File: src/rtl/cpu_pio_edge.sv
// Avalon-MM GPIO slave: per-bit direction, input synchroniser, edge capture with masked level irq.
// Optional OUTSET/OUTCLR registers at addresses 4/5 when CPU_PIO_BITSET_EN is defined.
// Inputs pulses shorter than one clk period may be missed by the synchroniser.
module cpu_pio_edge #(
    parameter int unsigned     WIDTH       = 12,
    parameter int unsigned     SYNC_STAGES = 2,
    parameter int unsigned     EDGE_TYPE   = 0,
    parameter logic [WIDTH-1:0] RESET_DIR  = '0
) (
    input  logic              clk,
    input  logic              reset_n,
    input  logic [2:0]        address,
    input  logic              chipselect,
    input  logic              write_n,
    input  logic [31:0]       writedata,
    output logic [31:0]       readdata,
    input  logic [WIDTH-1:0]  in_port,
    output logic [WIDTH-1:0]  out_port,
    output logic [WIDTH-1:0]  out_oe,
    output logic              irq
);

    localparam int unsigned DW = 32;

    localparam logic [2:0] ADDR_DATA    = 3'd0;
    localparam logic [2:0] ADDR_DIR     = 3'd1;
    localparam logic [2:0] ADDR_IRQMASK = 3'd2;
    localparam logic [2:0] ADDR_EDGECAP = 3'd3;
`ifdef CPU_PIO_BITSET_EN
    localparam logic [2:0] ADDR_OUTSET  = 3'd4;
    localparam logic [2:0] ADDR_OUTCLR  = 3'd5;
`endif

    logic [SYNC_STAGES-1:0][WIDTH-1:0] sync_q;
    logic [WIDTH-1:0] prev_q;
    logic [WIDTH-1:0] edgecap_q;
    logic [WIDTH-1:0] irqmask_q;

    logic             wr;
    logic [WIDTH-1:0] wdata_w;
    logic [WIDTH-1:0] sync_last;
    logic [WIDTH-1:0] edge_hit;
    logic [WIDTH-1:0] edgecap_next;
    logic [WIDTH-1:0] irqmask_next;
    logic [WIDTH-1:0] data_next;
    logic [WIDTH-1:0] dir_next;
    logic [WIDTH-1:0] rd_mux;
    logic             unused_wdata_bits;

    assign unused_wdata_bits = ^writedata;

    // Register update and read mux; a new edge overrides a same-cycle W1C.
    always_comb begin
        wr           = chipselect & ~write_n;
        wdata_w      = writedata[WIDTH-1:0];
        sync_last    = sync_q[SYNC_STAGES-1];
        edge_hit     = '0;
        edgecap_next = edgecap_q;
        irqmask_next = irqmask_q;
        data_next    = out_port;
        dir_next     = out_oe;
        rd_mux       = '0;

        case (EDGE_TYPE)
            32'd0:   edge_hit = sync_last & ~prev_q;
            32'd1:   edge_hit = ~sync_last & prev_q;
            default: edge_hit = sync_last ^ prev_q;
        endcase

        if (wr) begin
            case (address)
                ADDR_DATA:    data_next    = wdata_w;
                ADDR_DIR:     dir_next     = wdata_w;
                ADDR_IRQMASK: irqmask_next = wdata_w;
                ADDR_EDGECAP: edgecap_next = edgecap_q & ~wdata_w;
`ifdef CPU_PIO_BITSET_EN
                ADDR_OUTSET:  data_next    = out_port | wdata_w;
                ADDR_OUTCLR:  data_next    = out_port & ~wdata_w;
`endif
                default:      ;
            endcase
        end
        edgecap_next = edgecap_next | edge_hit;

        case (address)
            ADDR_DATA:    rd_mux = (out_port & out_oe) | (sync_last & ~out_oe);
            ADDR_DIR:     rd_mux = out_oe;
            ADDR_IRQMASK: rd_mux = irqmask_q;
            ADDR_EDGECAP: rd_mux = edgecap_q;
            default:      rd_mux = '0;
        endcase
    end

    // All state, including the synchroniser, clears asynchronously.
    always_ff @(posedge clk or negedge reset_n) begin
        if (!reset_n) begin
            sync_q    <= '0;
            prev_q    <= '0;
            edgecap_q <= '0;
            irqmask_q <= '0;
            out_port  <= '0;
            out_oe    <= RESET_DIR;
            readdata  <= '0;
            irq       <= 1'b0;
        end else begin
            sync_q    <= {sync_q[SYNC_STAGES-2:0], in_port};
            prev_q    <= sync_last;
            edgecap_q <= edgecap_next;
            irqmask_q <= irqmask_next;
            out_port  <= data_next;
            out_oe    <= dir_next;
            readdata  <= DW'(rd_mux);
            irq       <= |(edgecap_next & irqmask_next);
        end
    end

endmodule

File: config.mk
export PLATFORM = sky130hd
export DESIGN_NAME = cpu_pio_edge
export DESIGN_NICKNAME = d
export VERILOG_FILES = /design/src/rtl/cpu_pio_edge.sv
export SDC_FILE = /design/constraint.sdc
export NUM_CORES = 1
export LEC_CHECK = 0
export ABC_AREA = 1
export CAP_MARGIN = 20
export CORE_AREA = 8 8 108 110
export DETAILED_ROUTE_END_ITERATION = 12
export DIE_AREA = 0 0 116 118
export PLACE_DENSITY = 0.7
export SKIP_CTS_REPAIR_TIMING = 1
export SLEW_MARGIN = 20
export SYNTH_ARGS = -nofsm -noshare
export SYNTH_HDL_FRONTEND = slang
export SYNTH_SLANG_ARGS = --single-unit
File: constraint.sdc
create_clock -name clk -period 1.3 [get_ports clk]
set_clock_uncertainty 0.05 [all_clocks]
set_input_delay 0.325 -clock clk [delete_from_list [all_inputs] [get_ports clk]]
set_output_delay 0.325 -clock clk [all_outputs]
set_load 0.01 [all_outputs]
==> impl_summary.md, run 1 <==
Outcome
The run finished with clean final reports.

Clock network
In this run the deepest clock path goes through 2 buffers. In this run the clock root is driven by a sky130_fd_sc_hd__clkbuf_8. The sink count of the clock tree is 97.

The TritonCTS clock tree is yes. The total clock buffers created by CTS is 9. The clock reaches the later pin of the worst-skew pair after 370 ps. The clock input transition at the sequential cells of the worst setup and hold paths is 90 ps. The CTS H-tree depth is 3.

Power
Across the VDD grid, the largest voltage drop is around 0.71 mV. The power density of the placed cells is around 1400 nW/um2. The overall power after layout is 7.15 mW. The relative contribution of the clock network to total power is 0.277.

The power share of the sequential group is 0.495. Cell internal power was estimated by the tool at approximately 5.1 mW. The net switching share of the total power is 0.283. The analysis attributes to cell leakage a power of 2.71 nW. The combinational share of power is 0.228. The switching power is around 2.0 mW.

Hold path
The critical hold path startpoint is writedata[3]. The endpoint of the worst hold path is irqmask_q[3]. The hold-critical path depth is 4. The path class of the tightest hold or removal check is input pin to register.

STA
The worst hold slack is a little under 300 ps. The aggregate negative setup slack is 0 ps. Setup violations remaining at the end of the flow were counted as 0. Static timing analysis puts the maximum clock frequency at roughly 770 MHz.

The hold violation count in the final report is 0. Setup repair after global routing could not meet its margin everywhere. The clock period minus worst slack is approximately 1300 ps. The share of the clock period used by the worst path after layout is 0.999. The worst path setup slack after routing is roughly 1.7 ps. The max-slew violation count is 0.

Logic synthesis
The number of synthesized register bits is 97. For this run, the leading register cell type out of synthesis is sky130_fd_sc_hd__dfrtp_1. The post-synthesis async set-or-reset flop share is 1.00. The synthesized netlist occupies a cell area of 3880 um2. Synthesis handed over a netlist of a little over 400 instances.

The area share of the leading cell type in the synthesized netlist is 0.626. The share of the Yosys chip area taken by registers is 0.626. The largest total area in the synthesized netlist belongs to sky130_fd_sc_hd__dfrtp_1. The most repeated cell in the gate-level netlist after synthesis is sky130_fd_sc_hd__nand2_1. During synthesis, Yosys emitted a total of 0 warnings. The number of unique standard cell types used by synthesis is 21.

Sorting the synthesized cells by how often they occur yields sky130_fd_sc_hd__nand2_1, sky130_fd_sc_hd__dfrtp_1, sky130_fd_sc_hd__inv_1, sky130_fd_sc_hd__o21ai_0, sky130_fd_sc_hd__buf_4. The number of synthesized flops with an enable pin is 0. The average cell area after synthesis is roughly 9.4 um2.

By area the synthesized netlist is led by sky130_fd_sc_hd__dfrtp_1, sky130_fd_sc_hd__nand2_1, sky130_fd_sc_hd__buf_4.

Setup path
Counting both buffers and inverters, the worst setup path holds a total of 1. The worst setup path is captured at a primary output. The slowest stage of the critical path is the sky130_fd_sc_hd__dfrtp_1 cell. Along the worst path, the maximum fanout reaches 1. The worst setup path is launched from a register. Walking the worst path, the cells encountered are clkbuf_2. The worst flop-to-flop path startpoint is out_oe[7]. The kind of cell with the highest combined delay along the critical path is flip-flops.

The depth of the worst register-to-register path is 6. Data on the critical path arrives at its endpoint at ~920 ps. The worst setup path is of the register to primary output kind. The beginning of the critical path is irq.

The end of the worst register-to-register path is readdata[7]. Data on the critical path is required at its endpoint by between 900 and 1000 ps. In this run the register-to-register setup slack is around 160 ps.

The largest single stage delay on the critical path is just over 400 ps.

Final layout
The repair_antennas step left the layout with diodes totalling 0. Of the cells placed in the final design, the portion with a size suffix greater than 1 is 0.262. The final layout contains about 600 nets. The layout-stage area growth over the synthesis result is 35.4%.

Routing
The via total after detailed routing is roughly 3000. The detailed router finished its first iteration with roughly 120 violations. The detail route stage leaves a number of antenna-violating nets equal to 0. The number of iterations in the first detailed-routing pass is 4. After detailed routing, the number of vias per cell comes to approximately 4.5. The mean routed wirelength per cell is ~14 um. The residual DRC count is 0. Summed over all layers, the routed wires come to ~9500 um.

Placement
Buffers placed on the I/O ports in this run total between 60 and 70. Detailed placement finished with a half-perimeter wire length of about 7000 um. Timing analysis after detailed placement gives a worst setup slack of -659 ps. The final estimated routing congestion in global placement is between 0.7 and 0.8.

Floorplanning
In this run the horizontal extent of the chip is 116 um. The initialized floorplan defines 37 standard-cell rows. The full die area is between 10000 and 15000 um2.

The total area inside the core boundary comes to 10000 um2. 108 I/O pins were placed. The starting utilization of the core area is 0.388. The floorplan step set the die height to roughly 120 um.

GRT
The all-layer global routing usage is 0.146. The via count of the first global-routing pass is 3240. Entering global routing, the biggest net connects 34 pins. Summed over all layers, the global routing overflow is 0. The wire length of the first global-routing pass is around 16000 um. The initial antenna violation count is 0.

Flow run
The number of max-cap violations is 0.
[how the worst max path moves through the flow]
stage | slack, ps | end | cells after the start
finish | 2 | irq | 1
global route | -40 | out_port[11] | 1
CTS | -410 | out_oe[2] | 1
detailed placement | -660 | irq | 11
global placement | -620 | irq | 11
floorplan | 4 | irq | 10
[layout make-up]
class                      count  area, um2
sequential                    97       2430
fill                         922       4750
tap                          136        170
inverter                      35        131
clock inverter                 6       65.1
timing repair buffer         131       1110
multi-input combinational    270       1210
clock buffer                  10        138
[flip-flops by register name (all words and copies together), names as in the netlist]
| name | cells |
|---|---|
| readdata | 12 |
| out_oe | 12 |
| out_port | 12 |
| sync_last | 12 |
| irq | 1 |
| irqmask_q | 12 |
| edgecap_q | 12 |
| prev_q | 12 |
| sync_q | 12 |
[per-layer routing]
layer | vias up | part of all wire | wire length (um) | track usage
met4 | 0 | 0.011 | 105 | 0.0365
met5 | - | 0 | 0 | 0
met1 | 1478 | 0.42 | 4040 | 0.172
met3 | 10 | 0.065 | 613 | 0.0528
li1 | 1509 | - | - | -
met2 | 76 | 0.50 | 4740 | 0.243
[per-stage QoR]
step / util / instance area [um2] / cells
finish: 0.525 / 5250 / 685
global route: 0.525 / 5250 / 685
CTS: 0.523 / 5230 / 670
detailed placement: 0.502 / 5020 / 654
global placement: 0.502 / 5020 / 654
floorplan: - / 3960 / 432
[cells by family after synthesis]
| family | Yosys count | share of synthesized area |
|---|---|---|
| compound gates | 39 | 0.0552 |
| flops | 97 | 0.626 |
| other cells | 1 | 0.000967 |
| simple gates | 211 | 0.231 |
| buf+inv | 65 | 0.0871 |
[cells in the final DEF (no fill, tap or decap), drive strengths merged]
cell type	Yosys	final
clkdlybuf4s50	0	22
bufinv	0	1
o2111ai	5	5
nand2	172	172
nand3	12	12
dlygate4sd3	0	1
clkbuf	4	40
clkinv	0	3
conb	1	20
buf	26	74
dfrtp	97	97
inv	35	36
nand4	9	9
or2	7	7
nor2	10	10
nor3	1	1
o21ai	34	34
dlymetal6s2s	0	4
clkinvlp	0	1
[worst reg2reg max path, stage by stage, from the launching register on]
cell,delay (ps)
sky130_fd_sc_hd__dfrtp_1,410
sky130_fd_sc_hd__buf_4,140
sky130_fd_sc_hd__buf_4,130
sky130_fd_sc_hd__nand2_1,60
sky130_fd_sc_hd__nand2_1,50
sky130_fd_sc_hd__nand2_1,50
sky130_fd_sc_hd__o2111ai_1,110
[power groups by stage]
stage / clock (mW) / sequential, mW / combinational, mW
after global routing: 2.18 / 3.58 / 1.83
after global placement: 0 / 3.58 / 1.61
after detailed placement: 0 / 3.59 / 1.64
final: 1.98 / 3.54 / 1.63
after floorplan: 0 / 3.70 / 0.527
after CTS: 2.03 / 3.54 / 1.65
Note: power is estimated with default switching activity, not from simulation.
==> run 2: changes to the inputs <==
Settings changed: RECOVER_POWER from default to 25, SLEW_MARGIN 20 to 10.
==> impl_summary.md, run 2 (synthesis gave the netlist of run 1 again) <==
Clock network
The clock reaches the later pin of the worst-skew pair after 370 ps. TritonCTS built the clock tree. Clock-pin slew was measured on the worst setup and hold paths at ~90 ps.

The root buffer selected by CTS is sky130_fd_sc_hd__clkbuf_8. The sink count of the clock tree is slightly below 100. The buffer depth of the longest clock path is 2. The CTS H-tree depth is 3. The total clock buffers created by CTS is 9.

Placement
In this run, placement finished with an instance count of around 650. The placement-stage cell area is roughly 5000 um2. After legalization and detailed placement, the total HPWL measured ~7000 um. The final estimated routing congestion in global placement is about 0.79. The number of input and output port buffers inserted is 67. Prior to clock tree synthesis, the placed netlist has a worst setup slack of -659 ps.

STA
The worst path setup slack after routing is around 1.7 ps. The worst hold slack is 295 ps. The number of setup violations in the final report is 0. At the pin with the least slew margin, the transition time is 603 ps. The worst pin sits at a relative slew slack of 0.598. In the finished design, the share of the clock period the worst path needs comes to 0.999. Based on the critical path, the design can be clocked at up to around 770 MHz. Setup repair after global routing could not meet its margin everywhere. The hold violation count in the final report is 0. The max-slew violation count is 0.

For the finished layout, the period the worst path requires is 1300 ps.

GRT
The first global-routing pass estimated approximately 16000 um of wire. The most congested layer reported by global routing is met2. The maximum number of pins on one net before global-route repair is 34. The all-layer global routing usage is 0.146. For met3 alone, demand over resource in global routing was 0.0528. The fraction of met2 tracks used by global routing is 0.243.

After global routing the overflow that remains totals 0. The via count of the first global-routing pass is 3240. The global routing met1 resource utilization is 0.172. The initial antenna violation count was 0.

Final layout
The area of all placed cells without fillers is approximately 5200 um2. The combined area of the multi-input logic cells is 1210 um2. The number of antenna cells inserted is 0. The most common library cell in the layout ignoring fill and taps is sky130_fd_sc_hd__nand2_1. Leaving out fill and tap cells, the most frequent cells in the layout are sky130_fd_sc_hd__nand2_1, sky130_fd_sc_hd__dfrtp_1, sky130_fd_sc_hd__buf_4. The area of all sequential standard cells is roughly 2400 um2. The count of filler cells inserted in the layout is 923. The number of nets at the end of the flow is 595.

The non-filler instance count after layout is 685. The layout-stage area growth over the synthesis result is 35.3%. The share of post-route cells with drive strength above 1 is 0.262.

Routing
The first routing iteration left 112 violations. The via-per-instance ratio is 4.49. Wires add up to 9490 um. The residual DRC count is 0. The routed layout has between 3000 and 4000 vias. After detailed routing, the average wire length per cell comes to around 14 um. Before antenna repair, the detailed router went through 4 iterations.

The remaining antenna violation count after routing is 0.

Setup path
The worst setup path is of the register to primary output kind. On the worst path, the slowest cell contributes a delay of slightly above 400 ps. Among all stages on the critical path, the largest delay is contributed by sky130_fd_sc_hd__dfrtp_1. The critical path launch point type is a register. The worst setup path is captured at a primary output.

The maximum fanout count along the critical path is 1. On the critical path the largest part of the delay comes from flip-flops. Data on the critical path arrives at its endpoint at just over 900 ps. The sum of buffers and inverters on the critical path is 1. The critical path goes through clkbuf_2.

The endpoint required time on the critical path is 930 ps.

Floorplanning
The starting utilization of the core area is 0.388. In this run the standard cell core region covers ~10000 um2. The chip height is 118 um.

The full die area is roughly 14000 um2. about 110 I/O pins were placed. The floorplan row count is 37.

The die width is around 120 um.

Power
The power density of the placed cells is 1360 nW/um2. The overall power after layout is 7.15 mW. In this run the static leakage power is between 2 and 3 nW.

The peak supply drop is about 0.71 mV.

Hold path
The tightest min-delay check is of the input pin to register type.

Outcome
The flow ran to the end, and the final reports show no timing, DRC or antenna violations.

Flow run
Max-cap violations in this run came to 0.
==> run 2: routing by layer <==
metal  vias to the layer above  routed length (um)
met5                         -                   0
met2                        76                4740
met1                      1478                4030
li1                       1510                   -
met4                         0                 105
met3                        10                 611
==> run 2: worst paths after layout <==
path	slack (ps)	end	startpoint	depth (start not counted)
setup / recovery	2	irq	irq	1
hold / removal	300	irqmask_q[3]	writedata[3]	4
setup reg to reg	160	readdata[7]	out_oe[7]	6
hold reg to reg	300	sync_last[9]	sync_q[9]	0
max in group asynchronous	100	out_oe[4]	reset_n	3
min in group asynchronous	440	edgecap_q[11]	reset_n	2
==> run 2: report_power, final <==
group	internal, mW	switching [mW]
Combinational	0.822	0.800
Clock	0.945	1.04
Sequential	3.36	0.186
==> run 2: layout make-up <==
| type | count | share of cell area |
|---|---|---|
| sequential | 97 | 0.462 |
| tap | 136 | 0.0324 |
| multi-input combinational | 270 | 0.231 |
| clock buffer | 10 | 0.0262 |
| timing repair buffer | 131 | 0.211 |
| clock inverter | 6 | 0.0124 |
| inverter | 35 | 0.0250 |
==> run 2: metrics by stage <==
| step | util | setup TNS, ps |
|---|---|---|
| after floorplan | - | 0 |
| after global placement | 0.502 | -26470 |
| after detailed placement | 0.502 | -28610 |
| after CTS | 0.523 | -19110 |
| after global routing | 0.525 | -821 |
| final | 0.525 | 0 |
==> run 3: changes to the inputs <==
Settings changed: ABC_CLOCK_PERIOD_IN_PS from default to 1300.
==> results of run 3 <==
Final layout, timing and power as in run 2 (identical DEF).
